==> src/rtl/asi_arb_if.sv <==
// asi_arb_if - handshake bundle between the AXI slave read/write user
// interfaces (master side) and the read/write arbiter (slave side).
//   usr_wrequest/usr_we/usr_wlast : write burst request, beat, last flag
//   usr_rrequest/usr_re/usr_rlast : read burst request, beat, last flag
//   usr_wgrant/usr_rgrant         : registered, mutually exclusive grants
//   arb_owner/arb_busy/arb_err    : current/last owner, grant active, violation pulse
interface asi_arb_if;
   logic usr_wrequest;
   logic usr_we;
   logic usr_wlast;
   logic usr_wgrant;
   logic usr_rrequest;
   logic usr_re;
   logic usr_rlast;
   logic usr_rgrant;
   logic arb_owner;
   logic arb_busy;
   logic arb_err;

   modport master (
      output usr_wrequest, usr_we, usr_wlast,
      output usr_rrequest, usr_re, usr_rlast,
      input  usr_wgrant, usr_rgrant, arb_owner, arb_busy, arb_err
   );

   modport slave (
      input  usr_wrequest, usr_we, usr_wlast,
      input  usr_rrequest, usr_re, usr_rlast,
      output usr_wgrant, usr_rgrant, arb_owner, arb_busy, arb_err
   );
endinterface

==> src/rtl/asi_arb.sv <==
// asi_arb - read/write arbiter for the shared user-side memory port.
// A grant is held for a whole burst (grant .. last beat); an unstarted
// burst whose request drops is abandoned. Fixed priority from ASI_ARB
// (0 = write first). Defining ASI_ARB_FAIR_EN adds a starvation limiter
// that hands one burst to the lower-priority side after ARB_MAXB
// contested wins of the priority side.
// Ports:
//   usr_clk     : clock
//   usr_reset_n : synchronous active-low reset
//   bus         : asi_arb_if.slave (requests/beats in, grants/status out)
module asi_arb #(
   parameter int unsigned ASI_ARB  = 0,
   parameter int unsigned ARB_MAXB = 4,
   parameter int unsigned ARB_CW   = $clog2(ARB_MAXB + 1)
) (
   input  logic     usr_clk,
   input  logic     usr_reset_n,
   asi_arb_if.slave bus
);

   localparam logic [1:0] IDLE  = 2'd0;
   localparam logic [1:0] OWN_W = 2'd1;
   localparam logic [1:0] OWN_R = 2'd2;

   localparam logic PRIO_R = (ASI_ARB != 0);

   // Elaboration-time parameter sanity check
   if (ARB_MAXB == 0 || ARB_MAXB > 255 || (ARB_MAXB >> ARB_CW) != 0) begin : g_bad_cfg
      $error("asi_arb: ARB_MAXB must be 1..255 and fit in ARB_CW bits");
   end

   logic [1:0] state;
   logic [1:0] state_nxt;
   logic       started;
   logic       started_nxt;
   logic       owner_nxt;
   logic       err_nxt;
   logic       decide;
   logic       both;
   logic       flip;
   logic       win_w;
   logic       win_r;

`ifdef ASI_ARB_FAIR_EN
   localparam logic [ARB_CW-1:0] CNT_MAX = ARB_CW'(ARB_MAXB);
   logic [ARB_CW-1:0] arb_cnt;
   logic [ARB_CW-1:0] arb_cnt_nxt;
`endif

   // Next-state, winner selection and started/owner/err bookkeeping
   always_comb begin
      state_nxt   = state;
      started_nxt = started;
      owner_nxt   = bus.arb_owner;
      decide      = 1'b0;
      win_w       = 1'b0;
      win_r       = 1'b0;
      both        = bus.usr_wrequest & bus.usr_rrequest;
      flip        = 1'b0;
`ifdef ASI_ARB_FAIR_EN
      arb_cnt_nxt = arb_cnt;
      flip        = both & (arb_cnt == CNT_MAX);
`endif
      err_nxt = (bus.usr_we & ~bus.usr_wgrant) | (bus.usr_re & ~bus.usr_rgrant);

      // Release: last beat, or request withdrawn before the first beat
      case (state)
         IDLE:    decide = bus.usr_wrequest | bus.usr_rrequest;
         OWN_W:   decide = (bus.usr_we & bus.usr_wlast) | (~bus.usr_wrequest & ~started);
         OWN_R:   decide = (bus.usr_re & bus.usr_rlast) | (~bus.usr_rrequest & ~started);
         default: decide = 1'b1;
      endcase

      if (both) begin
         win_r = PRIO_R ^ flip;
         win_w = ~win_r;
      end else begin
         win_w = bus.usr_wrequest;
         win_r = bus.usr_rrequest;
      end

      if (decide) begin
         started_nxt = 1'b0;
         if (win_w)      state_nxt = OWN_W;
         else if (win_r) state_nxt = OWN_R;
         else            state_nxt = IDLE;
         if (win_w | win_r) owner_nxt = win_r;
`ifdef ASI_ARB_FAIR_EN
         // Count contested wins of the priority side; anything else clears
         if (both && !flip && arb_cnt != CNT_MAX) arb_cnt_nxt = arb_cnt + ARB_CW'(1);
         else if (!(both && !flip))               arb_cnt_nxt = '0;
`endif
      end else if ((state == OWN_W && bus.usr_we) || (state == OWN_R && bus.usr_re)) begin
         started_nxt = 1'b1;
      end
   end

   // State register and registered outputs
   always_ff @(posedge usr_clk) begin
      if (!usr_reset_n) begin
         state          <= IDLE;
         started        <= 1'b0;
         bus.usr_wgrant <= 1'b0;
         bus.usr_rgrant <= 1'b0;
         bus.arb_owner  <= 1'b0;
         bus.arb_busy   <= 1'b0;
         bus.arb_err    <= 1'b0;
`ifdef ASI_ARB_FAIR_EN
         arb_cnt        <= '0;
`endif
      end else begin
         state          <= state_nxt;
         started        <= started_nxt;
         bus.usr_wgrant <= (state_nxt == OWN_W);
         bus.usr_rgrant <= (state_nxt == OWN_R);
         bus.arb_owner  <= owner_nxt;
         bus.arb_busy   <= (state_nxt != IDLE);
         bus.arb_err    <= err_nxt;
`ifdef ASI_ARB_FAIR_EN
         arb_cnt        <= arb_cnt_nxt;
`endif
      end
   end

endmodule

==> src/flat_wrapper.sv <==
// flat-port wrapper written by rule: the top's interface ports become plain ports
module asi_arb_flat 
#(
   parameter int unsigned ASI_ARB  = 0,
   parameter int unsigned ARB_MAXB = 4,
   parameter int unsigned ARB_CW   = $clog2(ARB_MAXB + 1)
)
  (usr_clk, usr_reset_n, bus_usr_wrequest, bus_usr_we, bus_usr_wlast, bus_usr_rrequest, bus_usr_re, bus_usr_rlast, bus_usr_wgrant, bus_usr_rgrant, bus_arb_owner, bus_arb_busy, bus_arb_err);
  asi_arb_if bus_i ();
  input  logic usr_clk;
  input  logic usr_reset_n;
  input wire logic [$bits(bus_i.usr_wrequest)-1:0] bus_usr_wrequest;
  input wire logic [$bits(bus_i.usr_we)-1:0] bus_usr_we;
  input wire logic [$bits(bus_i.usr_wlast)-1:0] bus_usr_wlast;
  input wire logic [$bits(bus_i.usr_rrequest)-1:0] bus_usr_rrequest;
  input wire logic [$bits(bus_i.usr_re)-1:0] bus_usr_re;
  input wire logic [$bits(bus_i.usr_rlast)-1:0] bus_usr_rlast;
  output wire logic [$bits(bus_i.usr_wgrant)-1:0] bus_usr_wgrant;
  output wire logic [$bits(bus_i.usr_rgrant)-1:0] bus_usr_rgrant;
  output wire logic [$bits(bus_i.arb_owner)-1:0] bus_arb_owner;
  output wire logic [$bits(bus_i.arb_busy)-1:0] bus_arb_busy;
  output wire logic [$bits(bus_i.arb_err)-1:0] bus_arb_err;
  assign bus_i.usr_wrequest = bus_usr_wrequest;
  assign bus_i.usr_we = bus_usr_we;
  assign bus_i.usr_wlast = bus_usr_wlast;
  assign bus_i.usr_rrequest = bus_usr_rrequest;
  assign bus_i.usr_re = bus_usr_re;
  assign bus_i.usr_rlast = bus_usr_rlast;
  assign bus_usr_wgrant = bus_i.usr_wgrant;
  assign bus_usr_rgrant = bus_i.usr_rgrant;
  assign bus_arb_owner = bus_i.arb_owner;
  assign bus_arb_busy = bus_i.arb_busy;
  assign bus_arb_err = bus_i.arb_err;
  asi_arb #(.ASI_ARB(ASI_ARB), .ARB_MAXB(ARB_MAXB), .ARB_CW(ARB_CW)) u_core (.usr_clk(usr_clk), .usr_reset_n(usr_reset_n), .bus(bus_i));
endmodule
==> config.mk <==
export PLATFORM = sky130hd
export DESIGN_NAME = asi_arb_flat
export DESIGN_NICKNAME = d
export VERILOG_FILES = /design/src/rtl/asi_arb_if.sv /design/src/rtl/asi_arb.sv /design/src/flat_wrapper.sv
export SDC_FILE = /design/constraint.sdc
export NUM_CORES = 1
export LEC_CHECK = 0
export BUFFER_PORTS_ARGS = -buffer_cell sky130_fd_sc_hd__buf_2
export CAP_MARGIN = 25
export CELL_PAD_IN_SITES_DETAIL_PLACEMENT = 0
export CELL_PAD_IN_SITES_GLOBAL_PLACEMENT = 1
export CORE_AREA = 2 2 39 41
export DETAILED_ROUTE_END_ITERATION = 12
export DIE_AREA = 0 0 41 43
export GPL_ROUTABILITY_DRIVEN = 0
export GPL_TIMING_DRIVEN = 1
export PLACE_DENSITY = 0.64
export SLEW_MARGIN = 20
export SYNTH_ARGS = -nofsm -noshare
export SYNTH_HDL_FRONTEND = slang
export SYNTH_SLANG_ARGS = --single-unit
export TNS_END_PERCENT = 50
==> constraint.sdc <==
create_clock -name usr_clk -period 1.4 [get_ports usr_clk]
set_input_delay 0.07 -clock usr_clk [delete_from_list [all_inputs] [get_ports usr_clk]]
set_output_delay 0.07 -clock usr_clk [all_outputs]
set_load 0.01 [all_outputs]
==> run_results.csv <==
group,metric,value,unit
yosys,ys_seq_area_share,42.52,%
critical_path,path_cells,"and2b_4 -> a221o_1 -> and3_1",
die,rows,14,
yosys,synth_area_leaders,"dfxtp_1 (43%), a32oi_2 (4.3%), o21ai_1 (4.0%)",
placement,port_buffers,12,
timing,timing.hold.ws,0.1330,ns
yosys,syn_avg_cell_area,9.415,um^2
drt,drcViolationCount,0,
yosys,yosys_warnings,0,
clocking,cts_tree,"built",
critical_path,critPathBufInv,0,
finish,final_util,34.63,%
clocking,cts_hold_buf,0,
clocking,clk_pin_slew_worst_paths,0.05,ns
timing,period_minus_slack,1.202,ns
power,power,0.5149,mW
global_route,grt_pass1_vias,309,
timing,drv_slew,0,
timing,setup_viol,0,
timing,fin_tns_setup,0,ns
critical_path,worstPathRequired,1.54,ns
power,p_leak,0.2230,nW
finish,diodes,0,
drt,drt-pass1-iter-count,1,
global_route,grt_max_degree,9,
die,die_area,1763,um^2
drt,finalWirelength,768,um
timing,rsz0062_at_grt,"no",
drt,via_per_inst,4.789,
drt,avgRoutedWirePerCell,10.82,um
clocking,cts.sinks,8,
yosys,syn_area,376.6,um^2
drt,wl_met2,377,um
drt,drt_iter0_markers,0,
yosys,synth_nets,48,
finish,areaGrowthSynthToFinish,27.24,%
global_route,grtUsageTotal,11.60,%
global_route,grt_pass1_wl,1283,um
clocking,cts.path.max_buffers,2,
die,start_util,27.22,%
timing,finClkSkew,0.0009999,ns
worst_hold_path,min_path_type,"in2reg",
drt,routed.top_layer,"met4",
yosys,ys_seq_elements,8,
drt,via_count,340,
yosys,yosysTopAreaCell,"dfxtp_1",
clocking,post-cts-setup-buffers,0,
outcome,outcome,"complete, no violations",
critical_path,critical_path.max_stage_delay,0.38,ns
placement,dp.final_hpwl,628.5,um
die,fp.dieW,41,um
critical_path,cp-end-kind,"flip-flop",
clocking,ctsHtreeMaxLevel,1,
yosys,yosysTopAreaCellShare,42.52,%
run,max_cap_viol_count,0,
timing,maxSlewHeadroom,80.14,%
clocking,cts-resized-gates,0,
yosys,synth_cell_type_count,26,
timing,fmax,832.1,MHz
timing,fin_crit_sh,85.84,%
power,ir_drop,0.0003419,V
timing,hold_violations,0,
global_route,grt_antenna_before_repair,0,
critical_path,criticalPathCategory,"reg2reg",
timing,worstMarginPinSlew,0.2941,ns
drt,wl_met1,345,um
drt,drtAntennaViolNets,0,
clocking,clock_latency,0.25,ns
global_route,overflow,0,
power,p_per_area,1075,nW/um^2
critical_path,cp_top_family,"simple AND/OR/NAND/NOR gates",
clocking,cts_made_buffers,3,
critical_path,crit_path_max_fanout,5,
critical_path,cp_data_arrival_time,1.34,ns
critical_path,slowest_stage,"dfxtp_1",
clocking,root_buffer,"clkbuf_4",
placement,place_ws,0.2005,ns
die,core,1384,um^2
timing,setup_ws,0.1983,ns
die,die_h,43,um
finish,final_nets,65,
finish,drive_gt1_share,34.55,%
critical_path,start_kind,"flip-flop",
die,io_pins,13,
yosys,synth_cells,40,
drt,route.met3.wl,21,um
==> synthesized netlist by cell type, drive strengths merged <==
master   instances
dfxtp            8
and3             1
nand2            1
nor2             3
nand3            2
a32oi            1
o21ai            4
a2bb2oi          1
nand2b           1
o21a             2
inv              3
nor2b            1
a21oi            1
o21bai           1
o41ai            1
a21boi           2
or2              1
and2             1
a221o            1
o22ai            1
o211a            1
nand3b           1
and2b            1
==> cell type report <==
class | count | area (um^2)
fillers | 151 | 904.6
multi-input cells | 29 | 205.2
flip-flops and latches | 8 | 160.2
repair buffers | 12 | 60.06
clock buffers | 3 | 22.52
well taps | 16 | 20.02
inverters | 3 | 11.26
==> sequential cells by signal, indices dropped and copies added, names as in the netlist <==
register	count
u_core.bus.arb_busy	1
u_core.bus.usr_rgrant	1
u_core.started	1
u_core.bus.arb_err	1
u_core.bus.arb_owner	1
u_core.state	2
u_core.bus.usr_wgrant	1
==> where the power goes <==
group | total (mW) | switching, mW | internal, mW
Sequential | 0.252 | 0.00891 | 0.243
Clock | 0.171 | 0.0736 | 0.0978
Combinational | 0.0913 | 0.0465 | 0.0448
Total | 0.515 | 0.129 | 0.386
==> cell families (layout without fill, tap and decap cells) <==
| kind of cell | count (synthesis) | in the layout | share of synthesized area (%) |
|---|---|---|---|
| flops | 8 | 8 | 42.52 |
| compound gates | 16 | 16 | 34.22 |
| buf+inv | 3 | 18 | 2.990 |
| simple gates | 13 | 13 | 20.27 |
==> metal layers <==
| metal | up-vias | track usage [%] |
|---|---|---|
| met5 | - | 0 |
| met4 | 0 | 12.00 |
| met3 | 2 | 4.712 |
| met2 | 5 | 14.37 |
| met1 | 156 | 13.73 |
| li1 | 177 | - |
==> stage by stage <==
step           area [um^2]  instances
2_1_floorplan        376.6         40
3_5_place_dp         456.7         68
6_report             479.2         71
3_3_place_gp         456.7         68
4_1_cts              479.2         71
5_1_grt              479.2         71
==> final timing paths <==
check	start	to	slack (ns)	depth (start not counted)
setup / recovery	u_core.state[1]$_SDFF_PN0_	u_core.started$_SDFFE_PP0P_	0.20	3
hold / removal	usr_reset_n	u_core.bus.arb_owner$_SDFFE_PN0P_	0.13	2
hold reg to reg	u_core.bus.arb_owner$_SDFFE_PN0P_	u_core.bus.arb_owner$_SDFFE_PN0P_	0.49	1
setup reg to reg	u_core.state[1]$_SDFF_PN0_	u_core.started$_SDFFE_PP0P_	0.20	3
==> cells in the final DEF (no fill, tap or decap) <==
master and n:
nand3b_1 1, dfxtp_1 8, nor2b_1 1, and2b_4 1, a32oi_2 1, a2bb2oi_2 1, nor2_1 2, nand2_1 1
o21bai_1 1, o22ai_1 1, a221o_1 1, o21a_1 2, o211a_1 1, o21ai_0 1, clkbuf_4 3, buf_2 12
a21boi_1 1, a21boi_0 1, a21oi_1 1, and2_1 1, or2_1 1, and3_1 1, nand2b_1 1, inv_1 3
nor2_2 1, o21ai_1 3, nand3_1 2, o41ai_1 1
Power figures use the tool's default switching activity.
